## src/rtl/level_pkg.sv

```systemverilog
// Shared definitions for the level tile RAM/ROM: geometry, command opcodes
// and the single address map used by both the renderer-side reader and the
// loader-side writer.
package level_pkg;

  localparam int unsigned LEVEL_COLS   = 256;
  localparam int unsigned LEVEL_ROWS   = 16;
  localparam int unsigned LEVEL_TILE_W = 6;
  localparam int unsigned LEVEL_COL_W  = $clog2(LEVEL_COLS);
  localparam int unsigned LEVEL_ROW_W  = $clog2(LEVEL_ROWS);
  localparam int unsigned LEVEL_ADDR_W = LEVEL_COL_W + LEVEL_ROW_W;

  typedef enum logic [1:0] {
    OP_WRITE_ONE = 2'd0,
    OP_FILL      = 2'd1,
    OP_LOAD      = 2'd2,
    OP_RSVD      = 2'd3
  } level_op_t;

  // Tile RAM address {col[7:4], row, col[3:0]}; 16-column blocks are contiguous.
  function automatic logic [LEVEL_ADDR_W-1:0] level_addr(
    input logic [LEVEL_COL_W-1:0] col,
    input logic [LEVEL_ROW_W-1:0] row
  );
    return {col[LEVEL_COL_W-1:4], row, col[3:0]};
  endfunction

endpackage

```

## src/rtl/level_scan_counter.sv

```systemverilog
// Column-major scan position for the level writer.
//   load/ld_col/ld_row/ld_len : start position and (columns - 1) to scan
//   step                      : advance one row, wrapping into the next column
//   col/row                   : current scan position (registered)
//   last                      : current position is the final one of the scan
//   last_next                 : the next step lands on the final position
module level_scan_counter
  import level_pkg::*;
#(
  parameter int unsigned COL_W = LEVEL_COL_W,
  parameter int unsigned ROW_W = LEVEL_ROW_W
) (
  input  logic             vclock,
  input  logic             reset,
  input  logic             load,
  input  logic [COL_W-1:0] ld_col,
  input  logic [ROW_W-1:0] ld_row,
  input  logic [COL_W-1:0] ld_len,
  input  logic             step,
  output logic [COL_W-1:0] col,
  output logic [ROW_W-1:0] row,
  output logic             last,
  output logic             last_next
);

  localparam logic [ROW_W-1:0] ROW_MAX = ROW_W'((1 << ROW_W) - 1);

  logic [COL_W-1:0] remaining;

  // Column index wraps naturally modulo 2**COL_W.
  always_ff @(posedge vclock or posedge reset) begin
    if (reset) begin
      col       <= '0;
      row       <= '0;
      remaining <= '0;
    end else if (load) begin
      col       <= ld_col;
      row       <= ld_row;
      remaining <= ld_len;
    end else if (step) begin
      if (row == ROW_MAX) begin
        row       <= '0;
        col       <= col + COL_W'(1);
        remaining <= remaining - COL_W'(1);
      end else begin
        row <= row + ROW_W'(1);
      end
    end
  end

  assign last      = (row == ROW_MAX) && (remaining == '0);
  assign last_next = (row == ROW_MAX - ROW_W'(1)) && (remaining == '0);

endmodule

```

## src/rtl/level_tile_writer.sv

```systemverilog
// Write-side controller for the 4096 x 6-bit level tile RAM.
// Executes WRITE_ONE, FILL (constant tile over a column range) and LOAD
// (valid/ready tile stream over a column range) commands, column-major.
//   vclock, reset                 : clock, async active-high reset
//   cmd_valid/cmd_ready/cmd_*     : command channel, accepted only when idle
//   in_valid/in_ready/in_tile     : LOAD tile stream
//   abort                         : stops a FILL/LOAD after the write in flight
//   ram_we/ram_addr/ram_din       : registered RAM write port
//   busy, done                    : status; done pulses with the final write
module level_tile_writer
  import level_pkg::*;
#(
  parameter int unsigned COL_W  = LEVEL_COL_W,
  parameter int unsigned ROW_W  = LEVEL_ROW_W,
  parameter int unsigned TILE_W = LEVEL_TILE_W
) (
  input  logic                   vclock,
  input  logic                   reset,
  input  logic                   cmd_valid,
  output logic                   cmd_ready,
  input  logic [1:0]             cmd_op,
  input  logic [COL_W-1:0]       cmd_column,
  input  logic [ROW_W-1:0]       cmd_row,
  input  logic [COL_W-1:0]       cmd_len,
  input  logic [TILE_W-1:0]      cmd_tile,
  input  logic                   in_valid,
  output logic                   in_ready,
  input  logic [TILE_W-1:0]      in_tile,
  input  logic                   abort,
  output logic                   ram_we,
  output logic [COL_W+ROW_W-1:0] ram_addr,
  output logic [TILE_W-1:0]      ram_din,
  output logic                   busy,
  output logic                   done
);

  typedef enum logic [1:0] {
    ST_IDLE  = 2'd0,
    ST_WRITE = 2'd1,
    ST_FILL  = 2'd2,
    ST_LOAD  = 2'd3
  } state_t;

  state_t           state;
  logic             started;   // LOAD: first tile already written at the start position
  logic             cnt_load;
  logic             cnt_step;
  logic [ROW_W-1:0] ld_row;
  logic [COL_W-1:0] scan_col;
  logic [ROW_W-1:0] scan_row;
  logic             scan_last;
  logic             scan_last_next;
  logic             load_hs;

  // The scan counter always holds the position of the write on the RAM bus,
  // so the first FILL/LOAD write uses the loaded position without a step.
  assign cnt_load = (state == ST_IDLE) && cmd_valid;
  assign ld_row   = (level_op_t'(cmd_op) == OP_WRITE_ONE) ? cmd_row : '0;
  assign load_hs  = (state == ST_LOAD) && in_valid && in_ready && !abort && !done;
  assign cnt_step = ((state == ST_FILL) && !done && !abort) || (load_hs && started);

  level_scan_counter #(
    .COL_W (COL_W),
    .ROW_W (ROW_W)
  ) u_scan (
    .vclock    (vclock),
    .reset     (reset),
    .load      (cnt_load),
    .ld_col    (cmd_column),
    .ld_row    (ld_row),
    .ld_len    (cmd_len),
    .step      (cnt_step),
    .col       (scan_col),
    .row       (scan_row),
    .last      (scan_last),
    .last_next (scan_last_next)
  );

  // Address is a pure rewiring of the scan counter flops.
  assign ram_addr = level_addr(scan_col, scan_row);

  // Command FSM; in FILL/LOAD a high done marks the closing cycle before IDLE.
  always_ff @(posedge vclock or posedge reset) begin
    if (reset) begin
      state     <= ST_IDLE;
      ram_we    <= 1'b0;
      ram_din   <= '0;
      done      <= 1'b0;
      in_ready  <= 1'b0;
      busy      <= 1'b0;
      cmd_ready <= 1'b1;
      started   <= 1'b0;
    end else begin
      ram_we <= 1'b0;
      done   <= 1'b0;
      case (state)
        ST_IDLE: begin
          if (cmd_valid) begin
            case (level_op_t'(cmd_op))
              OP_WRITE_ONE: begin
                state     <= ST_WRITE;
                ram_we    <= 1'b1;
                ram_din   <= cmd_tile;
                done      <= 1'b1;
                busy      <= 1'b1;
                cmd_ready <= 1'b0;
              end
              OP_FILL: begin
                state     <= ST_FILL;
                ram_we    <= 1'b1;
                ram_din   <= cmd_tile;
                busy      <= 1'b1;
                cmd_ready <= 1'b0;
              end
              OP_LOAD: begin
                state     <= ST_LOAD;
                in_ready  <= 1'b1;
                started   <= 1'b0;
                busy      <= 1'b1;
                cmd_ready <= 1'b0;
              end
              default: begin
                done <= 1'b1;
              end
            endcase
          end
        end
        ST_WRITE: begin
          state     <= ST_IDLE;
          busy      <= 1'b0;
          cmd_ready <= 1'b1;
        end
        ST_FILL: begin
          if (done) begin
            state     <= ST_IDLE;
            busy      <= 1'b0;
            cmd_ready <= 1'b1;
          end else if (abort) begin
            done <= 1'b1;
          end else begin
            ram_we <= 1'b1;
            done   <= scan_last_next;
          end
        end
        ST_LOAD: begin
          if (done) begin
            state     <= ST_IDLE;
            busy      <= 1'b0;
            cmd_ready <= 1'b1;
          end else if (abort) begin
            done     <= 1'b1;
            in_ready <= 1'b0;
          end else if (in_valid && in_ready) begin
            ram_we  <= 1'b1;
            ram_din <= in_tile;
            started <= 1'b1;
            // Final tile: stop accepting and flag completion with its write.
            if (started ? scan_last_next : scan_last) begin
              done     <= 1'b1;
              in_ready <= 1'b0;
            end
          end
        end
        default: begin
          state <= ST_IDLE;
        end
      endcase
    end
  end

endmodule
```

## config.mk

```make
export PLATFORM = sky130hd
export DESIGN_NAME = level_tile_writer
export DESIGN_NICKNAME = d
export VERILOG_FILES = /design/src/rtl/level_pkg.sv /design/src/rtl/level_scan_counter.sv /design/src/rtl/level_tile_writer.sv
export SDC_FILE = /design/constraint.sdc
export NUM_CORES = 1
export LEC_CHECK = 0
export ABC_AREA = 1
export CAP_MARGIN = 20
export CORE_UTILIZATION = 40
export CTS_CLUSTER_DIAMETER = 150
export DETAILED_ROUTE_END_ITERATION = 12
export PLACE_DENSITY_LB_ADDON = 0.25
export SKIP_CTS_REPAIR_TIMING = 1
export SLEW_MARGIN = 40
export SYNTH_ARGS = -nofsm -noshare
export SYNTH_HDL_FRONTEND = slang
export SYNTH_SLANG_ARGS = --single-unit
```

## constraint.sdc

```tcl
create_clock -name vclock -period 3.8 [get_ports vclock]
set_input_delay 1.14 -clock vclock [delete_from_list [all_inputs] [get_ports vclock]]
set_output_delay 1.14 -clock vclock [all_outputs]
set_load 0.02 [all_outputs]
```

==> qor.txt <==
Status: complete, no violations
Num CTS Buffers: 5
Clock Tree Root: clkbuf_8
Mapped Area: 2200 µm²
Critical Setup Path Class: in2reg
Mapped Nets: 349
IO Pins: 62
Synth top area share: 37.5%
Deepest clock path buffer count: 2
Area delta synth->final: 33.9%
Starting Density: 42.3%
Gpl congestion: 0.833
CTS tree: built
Library cells used by synthesis: 34
Synth area leader: dfrtp_1
Die ar.: 5810 µm²
PwrDens: 740 nW/µm²
Largest net degree at the start of global routing: 25
Leak Pwr: 1.41 nW
Final worst path period need: 2.69 ns
Syn avg cell area: 7.34 µm²
Slew Limit Headroom: 63.4%
Total Nets Final: 412
Final setup TNS: 0 ns
Hold WC Path Type: reg2reg
DRT iter0 DRCs: 74
Clk sink count: 34
Unrepaired setup endpoints after global routing: no
WP data required: 3.98 ns
Via count of the routed design: 2084
Final wirelength: 5050 µm
Max Fclk: 372 MHz
Critical-path maximum fanout: 24
Residual DRC: 0
Seq/Total Area, Yosys: 38.7%
Final Setup Violations: 0
Area contributors post-synth: dfrtp_1 37%, nand2_1 16%, ha_1 5.7%
Vias in the first global route: 1920
Worst-Margin Slew: 0.549 ns
Drt pass-1 iters: 4
Rows: 26
Flops & latches, synth: 34
Max cap viols: 0
# diodes: 0
Vias per inst: 4.80
Antenna Nets Post-Route: 0
Layout Utilization: 56.7%
Ys Warns: 0
Commonest non-fill, non-tap cell in the layout: nand2_1
Total GRT Usage: 18.4%
Gate Count Post-Synth: 300
Crit path DAT: 2.87 ns
First-pass GRT wire length: 8560 µm
Crit share post-route: 70.7%
Crit start category: primary input
GR Overflow Total: 0
Final Hold Viols: 0
Clock Skews: 0.00987 ns
Placeable Area: 5200 µm²
Reg clk slew, reported paths: 0.07 ns
Maximum VDD drop: 0.000447 V
Most frequent cells in the layout: 91 x nand2_1, 61 x clkdlybuf4s50_1, 33 x inv_1, 33 x dfrtp_1, 28 x nor2_1
CTS HTree Levels: 2
Final-report max-slew violation count: 0
Die Span Y: 76.2 µm
Die X-Extent: 76.2 µm
I/O Buffers: 61
Avg WL per Cell: 11.6 µm
Skew-Pair Late Insertion Delay: 0.29 ns
Post-DP HPWL: 3700 µm
Filler Cell Count: 493
Worst setup EP type: flip-flop
Initial antenna violation count: 0
Layout cells sized above 1: 10.7%
==> kinds of logic (layout without fill, tap and decap cells) <==
family                   count (synthesis)  after routing  synth area share, %
buffers and inverters                   43            107                 9.03
AO/OA/AOI/OAI                           50             50                 13.9
AND/OR/NAND/NOR                        162            162                 32.4
adder cells (fa/ha/maj)                 10             10                 5.68
flip-flops                              34             34                 38.7
XOR/XNOR                                 1              1                0.398
==> metrics by stage <==
| step | area (µm²) | power (mW) | std cells | hold slack, ns | setup slack [ns] |
|---|---|---|---|---|---|
| 2_1_floorplan | 2200 | 1.50 | 300 | 0.441 | 1.66 |
| 3_3_place_gp | 2860 | 1.89 | 426 | 0.463 | 0.860 |
| 4_1_cts | 2950 | 2.20 | 434 | 0.492 | 1.13 |
| 5_1_grt | 2950 | 2.37 | 434 | 0.519 | 1.01 |
| 6_report | 2950 | 2.18 | 434 | 0.482 | 1.11 |
| 3_5_place_dp | 2860 | 1.91 | 426 | 0.474 | 0.809 |
==> per-layer routing <==
layer	track usage (%)	vias up	wire length, µm
met3	5.87	10	324
met4	6.92	0	99
met1	22.1	933	2360
li1	-	1086	-
met5	0	-	0
met2	30.6	55	2260
==> registers in the layout, indices dropped and copies added (netlist names) <==
name and count:
u_scan.col 8, cmd_ready 1, done 1, state 2
in_ready 1, busy 1, ram_din 6, u_scan.remaining 8
ram_we 1, started 1, u_scan.row 4
==> worst paths after layout <==
check | start | to | slack, ns | cells past startpoint
worst max register to register | state[0] | u_scan.remaining[5] | 1.84 | 10
worst min-delay path | u_scan.remaining[5] | u_scan.remaining[5] | 0.48 | 2
worst min register to register | u_scan.remaining[5] | u_scan.remaining[5] | 0.48 | 2
worst max-delay path | cmd_valid | u_scan.col[7] | 1.11 | 9
min in group asynchronous | reset | u_scan.col[2] | 1.19 | 2
max in group asynchronous | reset | u_scan.row[0] | 1.91 | 3
==> report_power, final <==
part           switching, mW  internal [mW]
sequential             0.147          0.539
combinational          0.707          0.507
clock                  0.136          0.146
==> critical path: stages <==
cell and delay (ns):
clkdlybuf4s50_1 0.47, nand2_2 0.36, inv_2 0.10, nor2_4 0.13, nand2_4 0.10, nand2_4 0.15, clkinv_4 0.22, nand2_1 0.12
nand2_1 0.06
==> synthesized netlist by cell type (all sizes together) <==
library cell  number
inv               34
a31oi              6
o21a               1
nand4              1
clkinv             2
dfrtp             33
o22ai              1
nand3b             1
ha                10
nor2              31
o31ai              2
dfstp              1
buf                5
nand2            104
xor2               1
o211ai             1
clkbuf             2
a21oi              8
o21ai             29
nand3             20
a21o               1
or2                2
nor3               3
o32ai              1
==> area by class of cell <==
type / count / area, µm² / area share, %
Multi-Input combinational cell: 223 / 1150 / 39.1
Clock inverter: 1 / 5.00 / 0.170
Timing Repair Buffer: 63 / 626 / 21.2
Sequential cell: 34 / 852 / 28.9
Inverter: 36 / 141 / 4.79
Tap cell: 70 / 87.6 / 2.97
Clock buffer: 7 / 86.3 / 2.93
(Power assumes the default switching activity.)
